===== src/rtl/risc_pkg.sv =====
// rtl/risc_pkg.sv - shared types and encodings for the RISC datapath controller
// Contents: state_t (controller states), opcode/op field values,
//           nsel/vsel select encodings, instruction classification helpers.
package risc_pkg;

    typedef enum logic [2:0] {
        S_WAIT      = 3'd0,
        S_DECODE    = 3'd1,
        S_WRITE_IMM = 3'd2,
        S_GET_A     = 3'd3,
        S_GET_B     = 3'd4,
        S_ALU       = 3'd5,
        S_WRITE_REG = 3'd6
    } state_t;

    localparam logic [2:0] OP_MOV = 3'b110;
    localparam logic [2:0] OP_ALU = 3'b101;

    localparam logic [1:0] MOV_IMM = 2'b10;
    localparam logic [1:0] MOV_REG = 2'b00;
    localparam logic [1:0] ALU_ADD = 2'b00;
    localparam logic [1:0] ALU_CMP = 2'b01;
    localparam logic [1:0] ALU_AND = 2'b10;
    localparam logic [1:0] ALU_MVN = 2'b11;

    localparam logic [1:0] NSEL_RN = 2'b00;
    localparam logic [1:0] NSEL_RD = 2'b01;
    localparam logic [1:0] NSEL_RM = 2'b10;

    localparam logic [1:0] VSEL_C     = 2'd0;
    localparam logic [1:0] VSEL_PC    = 2'd1;
    localparam logic [1:0] VSEL_IMM8  = 2'd2;
    localparam logic [1:0] VSEL_MDATA = 2'd3;

    // Instructions that pass a single operand through the shifter with A forced to 0.
    function automatic logic is_unary(input logic [2:0] opc, input logic [1:0] op);
        return (opc == OP_MOV && op == MOV_REG) || (opc == OP_ALU && op == ALU_MVN);
    endfunction

    function automatic logic is_cmp(input logic [2:0] opc, input logic [1:0] op);
        return opc == OP_ALU && op == ALU_CMP;
    endfunction

endpackage


===== src/rtl/risc_controller.sv =====
// rtl/risc_controller.sv - Moore FSM sequencing the RISC register/ALU datapath
// Ports: clk, reset_n (async active-low); s start request, opcode/op decoder
//        fields; w ready, nsel register select, loada/loadb/loadc/loads load
//        enables, asel/bsel ALU input selects, vsel writeback select, write
//        register-file strobe, illegal undefined-instruction pulse.
module risc_controller
    import risc_pkg::*;
#(
    parameter int VSEL_W = 2
) (
    input  logic              clk,
    input  logic              reset_n,
    input  logic              s,
    input  logic [2:0]        opcode,
    input  logic [1:0]        op,
    output logic              w,
    output logic [1:0]        nsel,
    output logic              loada,
    output logic              loadb,
    output logic              loadc,
    output logic              loads,
    output logic              asel,
    output logic              bsel,
    output logic [VSEL_W-1:0] vsel,
    output logic              write,
    output logic              illegal
);

    state_t     state, state_next;
    logic [2:0] opc_q;
    logic [1:0] op_q;

    always_ff @(posedge clk or negedge reset_n) begin
        if (!reset_n) begin
            state <= S_WAIT;
            opc_q <= 3'b000;
            op_q  <= 2'b00;
        end else begin
            state <= state_next;
            // Fields are captured once at accept; the decoder may move on afterwards.
            if (state == S_WAIT && s) begin
                opc_q <= opcode;
                op_q  <= op;
            end
        end
    end

    always_comb begin
        state_next = S_WAIT;
        case (state)
            S_WAIT:      state_next = s ? S_DECODE : S_WAIT;
            S_DECODE: begin
                case ({opc_q, op_q})
                    {OP_MOV, MOV_IMM}: state_next = S_WRITE_IMM;
                    {OP_MOV, MOV_REG}: state_next = S_GET_B;
                    {OP_ALU, ALU_ADD},
                    {OP_ALU, ALU_CMP},
                    {OP_ALU, ALU_AND}: state_next = S_GET_A;
                    {OP_ALU, ALU_MVN}: state_next = S_GET_B;
                    default:           state_next = S_WAIT;
                endcase
            end
            S_WRITE_IMM: state_next = S_WAIT;
            S_GET_A:     state_next = S_GET_B;
            S_GET_B:     state_next = S_ALU;
            S_ALU:       state_next = is_cmp(opc_q, op_q) ? S_WAIT : S_WRITE_REG;
            S_WRITE_REG: state_next = S_WAIT;
            default:     state_next = S_WAIT;
        endcase
    end

    always_comb begin
        w       = 1'b0;
        nsel    = NSEL_RN;
        loada   = 1'b0;
        loadb   = 1'b0;
        loadc   = 1'b0;
        loads   = 1'b0;
        asel    = 1'b0;
        bsel    = 1'b0;
        vsel    = VSEL_W'(VSEL_C);
        write   = 1'b0;
        illegal = 1'b0;
        case (state)
            S_WAIT: w = 1'b1;
            S_DECODE: begin
                // Flag anything the dispatch above would not route to a datapath state.
                case ({opc_q, op_q})
                    {OP_MOV, MOV_IMM}, {OP_MOV, MOV_REG},
                    {OP_ALU, ALU_ADD}, {OP_ALU, ALU_CMP},
                    {OP_ALU, ALU_AND}, {OP_ALU, ALU_MVN}: illegal = 1'b0;
                    default:                              illegal = 1'b1;
                endcase
            end
            S_WRITE_IMM: begin
                vsel  = VSEL_W'(VSEL_IMM8);
                write = 1'b1;
            end
            S_GET_A: loada = 1'b1;
            S_GET_B: begin
                nsel  = NSEL_RM;
                loadb = 1'b1;
            end
            S_ALU: begin
                asel  = is_unary(opc_q, op_q);
                loadc = !is_cmp(opc_q, op_q);
                loads = is_cmp(opc_q, op_q);
            end
            S_WRITE_REG: begin
                nsel  = NSEL_RD;
                write = 1'b1;
            end
            default: w = 1'b1;
        endcase
    end

endmodule


===== config.mk =====
export PLATFORM = sky130hd
export DESIGN_NAME = risc_controller
export DESIGN_NICKNAME = d
export VERILOG_FILES = /design/src/rtl/risc_pkg.sv /design/src/rtl/risc_controller.sv
export SDC_FILE = /design/constraint.sdc
export NUM_CORES = 1
export LEC_CHECK = 0
export ABC_AREA = 1
export CAP_MARGIN = 40
export CORE_MARGIN = 5
export CORE_UTILIZATION = 39
export CTS_BUF_LIST = sky130_fd_sc_hd__clkbuf_8
export DETAILED_ROUTE_END_ITERATION = 7
export PLACE_DENSITY = 0.76
export SYNTH_ARGS = -nofsm -noshare
export SYNTH_HDL_FRONTEND = slang
export SYNTH_SLANG_ARGS = --single-unit

===== constraint.sdc =====
create_clock -name clk -period 1.1 [get_ports clk]
set_clock_uncertainty 0.2 [all_clocks]
set_input_delay 0.11 -clock clk [delete_from_list [all_inputs] [get_ports clk]]
set_output_delay 0.11 -clock clk [all_outputs]
set_load 0.01 [all_outputs]

==> impl_metrics.ini, run 1 <==
[place]
gp_congestion = 0.766
post-dp-hpwl_um = 991
io_buffers = 18

[routing]
drt_iter0_markers = 2
drc_errors = 0
wl_per_cell_um = 11.8
drtAntennaViolNets = 0
avgViaCountPerCell = 4.79
via_count = 599
finalWirelength_um = 1480
drt_pre_antenna_iters = 3

[clock_tree]
clk_latency_ps = 220
clkTransAtPathRegs_ps = 40
clockBufferDepth = 2
htreeDepth = 1
numCtsBuffers = 3
clock-root-buffer = clkbuf_8
cts.sinks = 8
cts_tree = yes

[grt]
gr-total-overflow = 0
grt_pass1_wl_um = 2460
grtUsageTotal_pct = 15.8
antenna_found_initial = 0
grt_max_degree = 9
grt_pass1_vias = 627

[timing]
whs_ps = -41.5
period_minus_slack_ps = 1530
setup_viol = 19
grt_setup_unrepaired = true
period_share_pct = 139
setup_tns_ps = -6160
fmax_ghz = 0.654
setup_ws_ps = -430
hold_viol_final = 8
final_max_slew_viol_count = 0

[setup_path]
r2r_cells = 7
critPathCaptureType = output port
worstPathRequired_ps = 790
critPathMaxFanout = 3
crit_arrival_ps = 1220
path_class = register to output port
start_kind = register

[layout]
register_area_um2 = 203
insertedDiodeCount = 0
nFillCells = 92
multi_input_area_um2 = 377
drive_gt1_share_pct = 64.5
syn_to_final_growth_pct = 87.0
nNetsFinal = 120

[floorplanning]
die_x_um = 47.1
boundaryPins = 21
fp.dieH_um = 47.1
initial_utilization_pct = 41.3
rows = 13
die_area_um2 = 2220
core_area_um2 = 1300

[synth]
synth_area_um2 = 538
syn_inst = 74
ys_ff_latch = 8
ys_seq_area_share_pct = 37.2
ys_types = 17
ys_warn_count = 0
syn_avg_cell_area_um2 = 7.27

[power_and_ir_drop]
cellPowerDensity_nw_per_um2 = 2660
vdd.ir_drop.worst_v = 0.00159
p_total_uw = 2670
leakage_uw = 0.000519

[status]
outcome = complete, but fails checks
violations = negative hold slack, negative setup slack

[worst_hold_path]
hold_path.class = input port to asynchronous set/reset pin

[run]
drv_cap = 0
## critical path: stages, from the launching register on
cell,delay (ps)
dfrtp_1,410
inv_2,80
nand2_2,60
nor2_4,120
nor3b_4,170
buf_2,150
## cell usage after synthesis, drive strengths merged
cell,count,area [um^2]
conb,1,3.75
inv,12,45.0
o21ai,4,31.3
nand3,6,35.0
a21oi,4,31.3
dfrtp,8,200
buf,4,33.8
nor2,12,60.1
nor3b,1,12.5
nand2,20,75.1
nor3,2,10.0
## power breakdown
group | internal, uW | switching (uW)
registers | 437 | 188
logic | 880 | 826
clock network | 236 | 106
total | 1550 | 1120
## state kept, by name, indices dropped and copies added (netlist names)
register	count
state	3
opc_q	3
op_q	2
## per-stage QoR
stage	utilization (%)	cells	cell area, um^2	setup WS, ps	hold slack [ps]
after CTS	74.4	123	968	-436	-38.7
after floorplan	-	75	563	-125	-386
after detailed placement	63.8	116	831	-583	201
after global placement	63.8	116	831	-557	199
after global routing	77.3	125	1010	-493	-18.6
final	77.3	125	1010	-430	-41.5
## cells in the final DEF (no fill, tap or decap), drive strengths merged
master         count
nor2              12
clkbuf             3
o21ai              4
nand2             20
inv               12
nand3              6
clkdlybuf4s50      7
dfrtp              8
conb               2
buf               29
nor3               2
nor3b              1
a21oi              4
## metal layers
| layer | track usage [%] | wire [um] | vias up |
|---|---|---|---|
| met4 | 9.39 | 21 | 0 |
| met1 | 14.6 | 564 | 283 |
| met3 | 3.07 | 84 | 2 |
| met5 | 0 | 0 | - |
| li1 | - | - | 296 |
| met2 | 30.9 | 808 | 18 |
## final cells by class
type | count | share of cell area (%)
timing repair buffer | 36 | 32.0
sequential | 8 | 20.1
inverter | 12 | 4.48
multi-input combinational | 51 | 37.4
tap | 15 | 1.87
clock buffer | 3 | 4.10
## kinds of logic (layout without fill, tap and decap cells)
family | after synthesis | in the layout | share of synthesized area [%]
AOI/OAI and AO/OA | 8 | 8 | 11.6
and+or+nand+nor | 41 | 41 | 35.8
DFF | 8 | 8 | 37.2
other | 1 | 2 | 0.697
buffers and inverters | 16 | 51 | 14.7
## repair_timing
action                                 CTS  global route
endpoints found under the hold margin    8             8
setup endpoints to repair               19            19
buffers inserted                         6             4
pin swaps                                9             7
gates resized for setup                 77             9
## path summary, 6_finish.rpt
check	to	start	slack [ps]
setup / recovery	illegal	state[2]$_DFF_PN0_	-430
hold / removal	op_q[1]$_DFFE_PN0P_	reset_n	-40
setup reg to reg	opc_q[2]$_DFFE_PN0P_	state[0]$_DFF_PN0_	-360
hold reg to reg	opc_q[2]$_DFFE_PN0P_	opc_q[2]$_DFFE_PN0P_	350
max in group asynchronous	state[1]$_DFF_PN0_	reset_n	470
min in group clk	opc_q[1]$_DFFE_PN0P_	opcode[1]	240
Note: power is estimated with default switching activity, not from simulation.
==> inputs of run 2 (changes only) <==
--- a/config.mk
+++ b/config.mk
@@ -5,10 +5,9 @@
 export SDC_FILE = /design/constraint.sdc
 export NUM_CORES = 1
 export LEC_CHECK = 0
-export ABC_AREA = 1
 export CAP_MARGIN = 40
 export CORE_MARGIN = 5
-export CORE_UTILIZATION = 39
+export CORE_UTILIZATION = 40
 export CTS_BUF_LIST = sky130_fd_sc_hd__clkbuf_8
 export DETAILED_ROUTE_END_ITERATION = 7
 export PLACE_DENSITY = 0.76
==> run 2 against run 1 <==
The flow now stops in global routing. Synthesized area rose by 5.8%. Synthesized cell count fell by 23%.
==> impl_metrics.ini, run 2 <==
[status]
outcome = aborted with a tool error
error_line = [ERROR DPL-0033] detailed placement checks failed during check placement.
haltStage = global routing

[clock_tree]
htreeDepth = 1
clock-root-buffer = clkbuf_8
clockBufferDepth = 2
numCtsBuffers = 3
cts.sinks = 8

[synth]
synth_most_common_cell = dfrtp_1
synth.area.top_cells = dfrtp_1 (35%), mux2_2 (9.9%), buf_4 (5.3%), nor4b_4 (4.2%), o21ai_0 (3.5%)
syn_inst = 57
ys_async_sr_fraction_pct = 100
yosys_most_used_dff = dfrtp_1
syn_avg_cell_area_um2 = 9.99
synth_edf_count = 0
ys_seq_area_share_pct = 35.2
synth_common_cells = dfrtp_1 (8), mux2_2 (5), nand2_1 (5)
netlist.top_cell.by_area = dfrtp_1
netlist.area_leader.share_pct = 35.2
ys_types = 29
ys_ff_latch = 8
synth_area_um2 = 569
ys_warn_count = 0

[grt]
antenna_found_initial = 0
grt_max_degree = 9

[floorplanning]
die_x_um = 47.7
fp.dieH_um = 47.7
rows = 13
boundaryPins = 21
initial_utilization_pct = 43.2

[place]
post-dp-hpwl_um = 1160
placed_cells_incl_taps = 102
postPlaceCellArea_um2 = 932
gp_congestion = 0.763
io_buffers = 18

[timing]
crit_endpoint = opc_q[0]$_DFFE_PN0P_/D
worstEpCategory = register data pin
[run 2: logic make-up after synthesis]
family / synth area share (%)
xor+xnor: 1.54
compound gates: 9.23
buf+inv: 9.01
flops: 35.2
other cells: 0.659
simple gates: 34.5
mux: 9.89
[run 2: metrics by stage]
step	hold slack, ps	setup WS (ps)
after floorplan	-386	-379
after detailed placement	221	-758
after global placement	213	-700
after CTS	-23.4	-604
[run 2: what timing repair did]
item / in CTS
gates cloned: 0
pin swaps: 14
resized for setup: 83
hold endpoints to repair: 8
setup endpoints to repair: 19
buffers inserted: 18
==> inputs of run 3 (changes only) <==
--- a/config.mk
+++ b/config.mk
@@ -6,11 +6,10 @@
 export NUM_CORES = 1
 export LEC_CHECK = 0
 export CAP_MARGIN = 40
-export CORE_MARGIN = 5
-export CORE_UTILIZATION = 40
-export CTS_BUF_LIST = sky130_fd_sc_hd__clkbuf_8
+export CORE_AREA = 5 5 66 68
 export DETAILED_ROUTE_END_ITERATION = 7
-export PLACE_DENSITY = 0.76
+export DIE_AREA = 0 0 71 73
+export PLACE_DENSITY_LB_ADDON = 0.15
 export SYNTH_ARGS = -nofsm -noshare
 export SYNTH_HDL_FRONTEND = slang
 export SYNTH_SLANG_ARGS = --single-unit
==> constraint.sdc (replaced) <==
create_clock -name clk -period 1.4 [get_ports clk]
set_clock_uncertainty 0.2 [all_clocks]
set_input_delay 0.14 -clock clk [delete_from_list [all_inputs] [get_ports clk]]
set_output_delay 0.14 -clock clk [all_outputs]
set_load 0.01 [all_outputs]
==> run 3 against run 2 <==
The flow now finishes, with violations (negative hold slack, negative setup slack). Synthesized cell count stayed put. Synthesized area stayed put.
==> impl_metrics.ini, run 3 <==
[setup_path]
cp_top_family = flip-flops
r2r_cells = 5
rrSetupSlack_ps = -260
start_kind = register
critPathMaxFanout = 5
cp_num_buf_inv = 2
timing.rr.end = op_q[0]$_DFFE_PN0P_
worstPathRequired_ps = 1060
timing.rr.start = state[2]$_DFF_PN0_
path_cells = buf_4 > nor4b_4 > o21ai_2 > nor2_1 > buf_2
critPathSlowestCell = dfrtp_2
crit_arrival_ps = 1330
slowest_delay_ps = 430
critPathCaptureType = output port
path_class = register to output port

[run]
drv_cap = 0

[floorplanning]
boundaryPins = 21
die_x_um = 71
fp.dieH_um = 73
rows = 23
core_area_um2 = 3800
die_area_um2 = 5180
initial_utilization_pct = 15.0

[routing]
wl_per_cell_um = 10.7
drtAntennaViolNets = 0
drt_pre_antenna_iters = 2
drc_errors = 0
avgViaCountPerCell = 3.90
finalWirelength_um = 1640
via_count = 597
drt_iter0_markers = 10

[clock_tree]
clock-root-buffer = clkbuf_8
ctsHoldBuffers = 0
cts.sinks = 8
clk_latency_ps = 230
cts_tree = yes
clockBufferDepth = 2
numCtsBuffers = 3
htreeDepth = 1
clkTransAtPathRegs_ps = 40

[power_and_ir_drop]
cellPowerDensity_nw_per_um2 = 2070
combPwrFrac_pct = 68.2
p_int_uw = 1620
seq_power_share_pct = 20.5
leakage_uw = 0.000546
p_clk_share_pct = 11.3
netSwitchingFraction_pct = 34.4
vdd.ir_drop.worst_v = 0.000815
p_sw_uw = 851

[timing]
grt_setup_unrepaired = true
whs_ps = -2.20
period_minus_slack_ps = 1670
final_max_slew_viol_count = 0
setup_tns_ps = -3460
period_share_pct = 119
setup_ws_ps = -268
setup_viol = 19
hold_viol_final = 4
fmax_ghz = 0.600

[place]
io_buffers = 18
gp_congestion = 0.678
placed_cells_incl_taps = 137
postPlaceCellArea_um2 = 913
post-dp-hpwl_um = 1200

[layout]
syn_to_final_growth_pct = 110
final_util_pct = 31.5
final_cell_mix = buf_6 (19), buf_4 (15), buf_2 (8)
drive_gt1_share_pct = 70.9
top_regs = opc_q (3), state (3), op_q (2)
nNetsFinal = 113
design_area_um2 = 1200
final_common_cell = buf_6
final_cells = 153
insertedDiodeCount = 0

[worst_hold_path]
hold_path.class = input port to asynchronous set/reset pin

[synth]
synth_fa_ha_area_share_pct = 0
netlist.area_leader.share_pct = 35.2
synth.area.mux_share_pct = 9.89
synth.area.top_cells = dfrtp_1 (35%), mux2_2 (9.9%), buf_4 (5.3%), nor4b_4 (4.2%), o21ai_0 (3.5%)
ys_warn_count = 0
ys_seq_area_share_pct = 35.2
syn_avg_cell_area_um2 = 9.99
synth_compound_area_share_pct = 9.23
synth_area_um2 = 569
ys_types = 29
ys_async_sr_fraction_pct = 100
yosys_most_used_dff = dfrtp_1
synth_top_family_by_area = simple AND/OR/NAND/NOR gates
ys_ff_latch = 8
synth_common_cells = dfrtp_1 (8), mux2_2 (5), nand2_1 (5)
synth_edf_count = 0
synth_most_common_cell = dfrtp_1
syn_inst = 57
yosys.area_share.simple_pct = 34.5
netlist.top_cell.by_area = dfrtp_1
synth_xor_area_share_pct = 1.54

[grt]
grt_max_degree = 9
grtUsageTotal_pct = 6.70
antenna_found_initial = 0
grt_pass1_wl_um = 2680
grt_pass1_vias = 588
gr-total-overflow = 0

[status]
violations = negative hold slack, negative setup slack
outcome = complete, but fails checks
==> run 3: cell families (layout without fill, tap and decap cells) <==
family | Yosys count | in the layout
AOI/OAI and AO/OA | 8 | 8
xor gates and xnor gates | 1 | 1
buffers and inverters | 7 | 52
DFF | 8 | 8
muxes | 5 | 5
other | 1 | 2
and+or+nand+nor | 27 | 27
==> run 3: layer usage <==
layer,GRT usage [%],wire length [um]
met5,0,0
met4,0.626,0
met3,3.31,134
met2,12.6,873
met1,6.98,628
==> run 3: how the worst max path moves through the flow <==
stage                               from       to  slack [ps]  depth (start not counted)
finish              opc_q[0]$_DFFE_PN0P_     asel        -270                          5
floorplan             state[1]$_DFF_PN0_    loads         -90                          3
detailed placement  opc_q[0]$_DFFE_PN0P_     asel        -500                          5
global route        opc_q[1]$_DFFE_PN0P_     asel        -370                          5
CTS                 opc_q[1]$_DFFE_PN0P_  illegal        -300                          4
global placement     op_q[0]$_DFFE_PN0P_     asel        -540                          4
==> run 3: area by class of cell <==
| class | count | area, um^2 |
|---|---|---|
| sequential | 8 | 206 |
| tap | 50 | 62.6 |
| fill | 422 | 2600 |
| timing repair buffer | 49 | 437 |
| multi-input combinational | 43 | 450 |
| clock buffer | 3 | 41.3 |
==> run 3: worst reg2reg max path, stage by stage, from the launching register on <==
cell	delay, ps
dfrtp_1	380
buf_6	130
buf_6	110
nor4b_4	210
buf_6	170
mux2_2	330
==> run 3: power by group through the flow <==
stage,Combinational [uW],Clock [uW],Sequential [uW]
5_1_grt,1810,300,535
3_3_place_gp,1080,0,474
3_5_place_dp,1070,0,475
4_1_cts,1560,289,520
2_1_floorplan,611,0,439
6_report,1690,280,508
==> run 3: timing repair <==
item / CTS / global route
resized for setup: 81 / 12
gates cloned: 0 / 0
setup buffers: 15 / 3
pin swaps: 7 / 10
setup endpoints to repair: 19 / 19
==> run 3: metrics by stage <==
stage               hold slack [ps]  setup slack (ps)  power, uW
floorplan                      -356             -86.1       1050
global placement                265              -544       1550
detailed placement              270              -505       1540
CTS                            23.5              -298       2370
global route                   37.5              -369       2650
finish                        -2.20              -268       2470
==> inputs of run 4 (changes only) <==
--- a/config.mk
+++ b/config.mk
@@ -9,6 +9,7 @@
 export CORE_AREA = 5 5 66 68
 export DETAILED_ROUTE_END_ITERATION = 7
 export DIE_AREA = 0 0 71 73
+export GPL_TIMING_DRIVEN = 0
 export PLACE_DENSITY_LB_ADDON = 0.15
 export SYNTH_ARGS = -nofsm -noshare
 export SYNTH_HDL_FRONTEND = slang
==> run 4 against run 3 <==
The flow still finishes with violations (negative hold slack, negative setup slack). Worst hold slack better by 1.1 ps. Design area is 4.7% lower. Core utilization is 1.5 points lower. Sequential cell count stayed put. Sequential power is 9.4% lower. Combinational power is 7% lower. Clock-buffer cell count stayed put. Power is 7.0% lower. Critical path depth is 1 lower.
==> impl_metrics.ini, run 4 (same netlist as run 3, synthesis figures left out) <==
[layout]
nNetsFinal = 110
top_regs = opc_q (3), state (3), op_q (2)
final_cell_mix = buf_6 (15), buf_4 (15), buf_2 (7), clkdlybuf4s50_1 (7), nand2_1 (5)
drive_gt1_share_pct = 66.0
syn_to_final_growth_pct = 100
final_cells = 150
insertedDiodeCount = 0

[clock_tree]
numCtsBuffers = 3
cts_tree = yes
cts.sinks = 8
clk_latency_ps = 220
clock-root-buffer = clkbuf_8
htreeDepth = 1
clkTransAtPathRegs_ps = 40
clockBufferDepth = 2

[setup_path]
critPathCaptureType = output port
crit_path_start = state[1]$_DFF_PN0_
start_kind = register
critPathMaxFanout = 5
path_class = register to output port
worstPathRequired_ps = 1060
critPathSlowestCell = dfrtp_1
path_cells = buf_6 > nand3b_4 > nor4_2 > buf_2
slowest_delay_ps = 410
timing.rr.start = state[1]$_DFF_PN0_
crit_arrival_ps = 1350

[grt]
antenna_found_initial = 0
grt_max_degree = 11
grt_pass1_vias = 595
grt_pass1_wl_um = 2710
gr-total-overflow = 0
grtUsageTotal_pct = 6.58

[run]
drv_cap = 0

[routing]
drt_pre_antenna_iters = 3
avgViaCountPerCell = 3.83
drtAntennaViolNets = 0
drt_iter0_markers = 9
wl_per_cell_um = 11.3
drc_errors = 0
via_count = 574
finalWirelength_um = 1690

[floorplanning]
boundaryPins = 21
rows = 23
die_area_um2 = 5180
initial_utilization_pct = 15.0
die_x_um = 71
core_area_um2 = 3800
fp.dieH_um = 73

[power_and_ir_drop]
leakage_uw = 0.000528
cellPowerDensity_nw_per_um2 = 2020
vdd.ir_drop.worst_v = 0.000883
p_total_uw = 2300

[timing]
whs_ps = -1.15
setup_ws_ps = -288
period_share_pct = 121
setup_viol = 19
hold_viol_final = 5
grt_setup_unrepaired = true
period_minus_slack_ps = 1690
setup_tns_ps = -3410
fmax_ghz = 0.592
final_max_slew_viol_count = 0

[place]
dp_slack_ps = -626
post-dp-hpwl_um = 1020
io_buffers = 18
placed_cells_incl_taps = 126
gp_congestion = 0.713

[status]
violations = negative hold slack, negative setup slack
outcome = complete, but fails checks

[worst_hold_path]
hold_path.class = input port to asynchronous set/reset pin
==> run 4: layer usage <==
layer	up-vias	track usage (%)	part of all wire [%]	wire length, um
met1	262	7.63	44	750
li1	289	-	-	-
met5	-	0	0	0
met4	0	2.30	0.83	14
met3	2	3.17	7.7	130
met2	21	10.6	47	798
==> run 4: final cells by class <==
class | count | area, um^2
tap | 50 | 62.6
multi-input combinational | 43 | 420
clock buffer | 3 | 41.3
buffer | 7 | 67.6
fill | 423 | 2660
timing repair buffer | 39 | 344
sequential | 8 | 205
==> run 4: per-stage QoR <==
step	cell area [um^2]	utilization [%]
finish	1140	30.0
global route	1140	30.0
CTS	1070	28.2
detailed placement	830	21.8
global placement	830	21.8
floorplan	587	-
==> run 4: path summary, 6_finish.rpt <==
check	slack, ps	to	cells past startpoint
setup / recovery	-290	loads	4
hold / removal	-1	opc_q[2]$_DFFE_PN0P_	1
setup reg to reg	-230	opc_q[2]$_DFFE_PN0P_	4
hold reg to reg	400	opc_q[1]$_DFFE_PN0P_	1
max in group asynchronous	710	opc_q[1]$_DFFE_PN0P_	1
min in group clk	330	op_q[1]$_DFFE_PN0P_	2
==> run 4: repair_timing <==
item / in CTS / in global routing
hold buffers: 0 / 0
gates resized for setup: 74 / 9
pin swaps: 8 / 7
buffers inserted: 15 / 5
gates cloned: 0 / 1
endpoints found under the setup margin: 19 / 19
==> run 4: critical path: cells and delay by family, from the launching register on <==
kind / cells / cell delay, ps
buffers and inverters: 2 / 320
AND/OR/NAND/NOR: 2 / 390
flip-flops: 1 / 410
==> run 4: power by group <==
group	switching (uW)	leakage [uW]	internal [uW]	total [uW]
combinational	622	0.000413	949	1570
sequential	114	0.0000937	347	460
clock	83.2	0.0000216	186	269
total	819	0.000528	1480	2300
